$ cat src/rtl/keypad_clock.sv
// Free-running divider for the keypad scanner: produces a 50%-duty square wave
// `tick` plus a one-clk strobe marking each rising edge of `tick`.
module keypad_clock #(
  parameter int CLK_FREQ_HZ  = 50000000,
  parameter int TICK_FREQ_HZ = 1000
) (
  input  logic clk,
  input  logic rst_n,
  output logic tick,
  output logic tick_stb
);

  // The zero guard only keeps elaboration alive long enough to report a bad TICK_FREQ_HZ.
  localparam int HALF_RAW   = (TICK_FREQ_HZ == 0) ? 1 : CLK_FREQ_HZ / (2 * TICK_FREQ_HZ);
  localparam int HALF_COUNT = (HALF_RAW < 1) ? 1 : HALF_RAW;
  localparam int CNT_W      = (HALF_COUNT <= 2) ? 1 : $clog2(HALF_COUNT);
  localparam logic [CNT_W-1:0] CNT_LAST = CNT_W'(HALF_COUNT - 1);

  if (TICK_FREQ_HZ <= 0 || TICK_FREQ_HZ > CLK_FREQ_HZ / 2) begin : g_bad_param
    $error("keypad_clock: TICK_FREQ_HZ must be in 1..CLK_FREQ_HZ/2");
  end

  logic [CNT_W-1:0] cnt;

  // Wrap is an explicit compare, so a non-power-of-two HALF_COUNT never overflows.
  always_ff @(posedge clk or negedge rst_n) begin
    if (!rst_n) begin
      cnt      <= '0;
      tick     <= 1'b0;
      tick_stb <= 1'b0;
    end else if (cnt == CNT_LAST) begin
      cnt      <= '0;
      tick     <= ~tick;
      tick_stb <= ~tick;
    end else begin
      cnt      <= cnt + CNT_W'(1);
      tick_stb <= 1'b0;
    end
  end

endmodule

$ cat config.mk
export PLATFORM = sky130hd
export DESIGN_NAME = keypad_clock
export DESIGN_NICKNAME = d
export VERILOG_FILES = /design/src/rtl/keypad_clock.sv
export SDC_FILE = /design/constraint.sdc
export NUM_CORES = 1
export LEC_CHECK = 0
export ABC_CLOCK_PERIOD_IN_PS = 2000
export CORE_MARGIN = 1
export CORE_UTILIZATION = 40
export DETAILED_ROUTE_END_ITERATION = 7
export SETUP_SLACK_MARGIN = 0.2
export SYNTH_ARGS = -nofsm -noshare
export SYNTH_HDL_FRONTEND = slang
export SYNTH_SLANG_ARGS = --single-unit
$ cat constraint.sdc
create_clock -name clk -period 2 [get_ports clk]
set_clock_uncertainty 0.15 [all_clocks]
set_input_delay 0.4 -clock clk [delete_from_list [all_inputs] [get_ports clk]]
set_output_delay 0.4 -clock clk [all_outputs]
set_load 0.01 [all_outputs]
# Word-level counts from Yosys, hierarchy flattened
# Cells that the tools add are included.
[totals] memories=0 mem_bits_ro=0 regBits=17 latchBits=0 mem_bits_rw=0 word_cells=8 out_inout_bits=2
[op_classes] shifts=0 n_reduce_logical=0 bitwise=1 n_lt_le_gt_ge=0 multipliers=0 muxes=2 div=0 addsub=1 n_eq_ne=1
[ops] op="$add 15x1->15 const B" n=1
[ops] op="$eq 15x15->1 const B" n=1
[ops] op="$mux 15" n=1
[ops] op="$mux 1" n=1
[ops] op="$not 1->1" n=1

# Longest topological paths before layout
# Gate-level depths: netlist of the first run.
[depth] ltp_word=2 depth_mapped=6 depth_no_buf=5

# Worst setup path before layout of the first run
# Ideal clock, no wire load.
[synth_path] kind="flip-flop to flip-flop" from="register cnt[0]" to="register cnt[14]" setup_time_ps=77 t_arrival_ps=1546 stages_incl_launch_ff=7 path_slack_ps=227 synth_period_minus_slack_ps=1773 cell_sequence="dfrtp_1 ha_1 nand3_1 or2_1 clkbuf_2 or4_1 a21oi_1"
[synth_via] elab_chain_cells=2
[synth_rtl] element="start: declaration" line_no="23" text="logic [CNT_W-1:0] cnt;"
[synth_rtl] element="start signal: assignment" line_no="36" text="cnt <= cnt + CNT_W'(1);"
[synth_rtl] element="$add 15x1->15 or $eq 15x15->1 (tied branches)" line_no="36, 31"
[synth_rtl] element="$mux 15 *" line_no="31" text="end else if (cnt == CNT_LAST) begin"
# Mark *: on every way between the ends. The rest lies on a longest branch, timed or not.
# A chain may end at the register's enable or synchronous reset.

# Final worst setup path of the first run
# Ends and elaborated chain as after synthesis.

==> results of run 1 <==
-- per-stage QoR --
| step | instance area [um^2] | worst slack, ns |
|---|---|---|
| finish | 952 | 0.231 |
| global route | 952 | 0.135 |
| CTS | 916 | 0.211 |
| detailed placement | 876 | 0.145 |
| global placement | 876 | 0.240 |
| floorplan | 808 | 0.227 |
-- power by group --
| group | switching [W] | internal (W) | total (W) |
|---|---|---|---|
| combinational | 0.00000674 | 0.00000300 | 0.00000974 |
| clock | 0.000106 | 0.0000776 | 0.000184 |
| sequential | 0 | 0.000343 | 0.000343 |
| total | 0.000113 | 0.000424 | 0.000537 |
-- layout by cell type, fill, tap and decap left out, types with 3 or more instances in the layout --
cell type  synthesis  routed
dfrtp_1           17      15
nor2_1             8       8
buf_4              0       7
xnor2_1            5       5
nand2_1            5       5
xor2_1             5       5
nand3_1            4       4
nand4_1            3       3
nor4b_1            3       3
a21oi_1            3       3
clkbuf_4           0       3
-- per-layer routing --
| metal | GRT usage (%) | vias up | routed length, um |
|---|---|---|---|
| met1 | 23.5 | 298 | 761 |
| met4 | 8.57 | 0 | 14 |
| met2 | 26.4 | 10 | 727 |
| li1 | - | 286 | - |
| met5 | 0 | - | 0 |
| met3 | 6.54 | 2 | 52 |
-- flip-flops by register name (all words and copies together), names as in the netlist --
name	cells
cnt	15
tick	1
tick_stb	1
-- logic make-up (layout without fill, tap and decap cells) --
| family | count (synthesis) | after routing |
|---|---|---|
| buffers and inverters | 3 | 15 |
| adders and majority gates | 1 | 1 |
| DFF | 17 | 17 |
| xor gates and xnor gates | 10 | 10 |
| muxes | 1 | 1 |
| and+or+nand+nor | 36 | 36 |
| AOI/OAI and AO/OA | 6 | 6 |
-- what timing repair did --
item / in CTS / in global routing
setup buffers: 1 / 3
pin swaps: 0 / 0
gates resized for setup: 3 / 3
setup endpoints to repair: 1 / 2
-- worst max-delay path: cells and delay by family, from the launching register on --
| family | cells | cell delay, ns |
|---|---|---|
| simple gates | 3 | 0.79 |
| flops | 1 | 0.42 |
| fa+ha+maj | 1 | 0.18 |
| compound gates | 1 | 0.15 |
-- how the worst min path moves through the flow --
stage / start / to / cells after the start
after floorplan: rst_n / cnt[0] / 0
after global placement: tick / tick_stb / 1
after detailed placement: tick / tick_stb / 1
after CTS: rst_n / cnt[14] / 2
after global routing: rst_n / cnt[3] / 2
final: rst_n / cnt[4] / 2
-- final cells by class --
cell class                 instances  area, um^2  share of cell area [%]
sequential                        17         428                    44.9
multi-input combinational         54         378                    39.7
timing repair buffer              10        85.1                    8.94
tap                               25        31.3                    3.29
clock buffer                       4        26.3                    2.76
inverter                           1        3.75                   0.394
==> results.md, run 1 <==
- Clk buf depth: 2
- Asr flop ratio synth: 100%
- Total grt overflow: 0
- Via count: 596
- Fin crit period: 1.77 ns
- Post-Synthesis Cells: 74
- Post-synth EDFFs: 0
- Syn Nets: 77
- Post-synthesis adder-cell area fraction: 1.55%
- Antenna-violating nets left: 0
- Die area: 0.00220 mm^2
- Horiz. Die Dim: 47.0 um
- Yosys cell types: 27
- Final core occ: 52.8%
- Worst R2R Setup Slack: 0.23 ns
- Gr usage total: 18.0%
- CP Launch Type: register
- Wire per inst: 14.0 um
- Mean Syn Cell Area: 10.9 um^2
- TNS Setup: 0 ns
- Via density per instance: 5.37
- Post-Syn Area: 808 um^2
- Synthesis-stage register bit count: 17
- R2r startpoint: cnt[0]
- Clock H-tree levels: 1
- CTS Hold Bufs: 0
- Post-synth top area cell: dfrtp_1
- FF-to-FF path depth: 5
- Pwr per Cell Area: 564 mW/mm^2
- Compound-cell area share of the yosys netlist: 4.02%
- Dominant synthesized flop cell: dfrtp_1
- Final Hold Fails: 0
- Total power: 0.000537 W
- DP Wirelength: 1030 um
- Starting Density: 44.9%
- CP max-delay cell: or4_1
- Synth top cells by count: 17 x dfrtp_1, 8 x nor2_1, 5 x nand2_1, 5 x xnor2_1, 5 x xor2_1
- Die height: 47.0 um
- Initial antenna violation count: 0
- Io pins: 4
- Leak: 0.440 nW
- Largest cells by area after synthesis: dfrtp_1 53%, xnor2_1 5.4%, xor2_1 5.4%, nor2_1 3.7%, nor4b_1 3.3%
- DRC: 0
- Pins Over Slew Limit: 0
- Most common cell in the netlist: dfrtp_1
- Max-cap check violation count: 0
- Port bufs: 3
- Crit path required time: 2.07 ns
- CP max FO: 5
- Worst reg2reg path endpoint: cnt[14]
- Critical Path AT: 1.84 ns
- Clock slew at reported path FFs: 0.10 ns
- Vias in the first global route: 587
- Register area share after synthesis: 52.6%
- CTS tree: yes
- Crit Path Class: register to register
- Worst skew pair latency: 0.29 ns
- Worst Setup SP: cnt[0]
- Post-Synth Simple-Gate Area: 27.1%
- Placed cells: 103
- Cell Rows: 15
- Main combinational cell family by area after synthesis: simple AND/OR/NAND/NOR gates
- Hold crit path type: input pin to async pin
- Net count, final: 90
- Final Non-Filler Cells: 111
- DRT Pass-1 Iters: 4
- Outcome: completed
- Area Overhead vs Synth: 17.8%
- CTS root buf: clkbuf_4
- Ant. Diodes: 0
- Clock Sinks: 17
- Yosys top cell area share: 52.6%
- Mux cell area share after synthesis: 1.39%
- Normalized max-slew margin: 78.4%
- Core area: 0.00180 mm^2
- XOR/XNOR Fraction of Synth Area: 10.8%
- Warning count from the yosys run: 0
- Drt total wl: 1560 um
- Top achievable clock speed: 565 MHz
- Critical Path End: cnt[14]
- # setup viols final: 0
- Largest net degree at the start of global routing: 18
- Max VDD drop: 373 uV
- CTS Buf Count: 3
- Slew @ Worst Pin: 0.320 ns
- Fillers: 186
- Layout cell share with drive strength beyond 1: 20.9%
- Min Hold Slack: 0.272 ns
- Critical Path Max Stage Delay: 0.46 ns
- Setup crit end kind: register
- Routability-driven placement congestion ratio: 0.817
- Iter 0 DRT Violations: 8
- Unrepaired setup endpoints after global routing: yes
- CP Cell Sequence: ha_4 -> nand3_1 -> or2_4 -> or4_1 -> a21oi_1
- Global-route wire length before repair: 2660 um
- Period utilization: 88.5%
Note: power is estimated with default switching activity, not from simulation.
==> run 2, diff against run 1 <==
Settings changed: CORE_MARGIN 1 to not set.
==> results of run 2 <==
The final DEF is identical to that of run 1; final timing and power are the same.
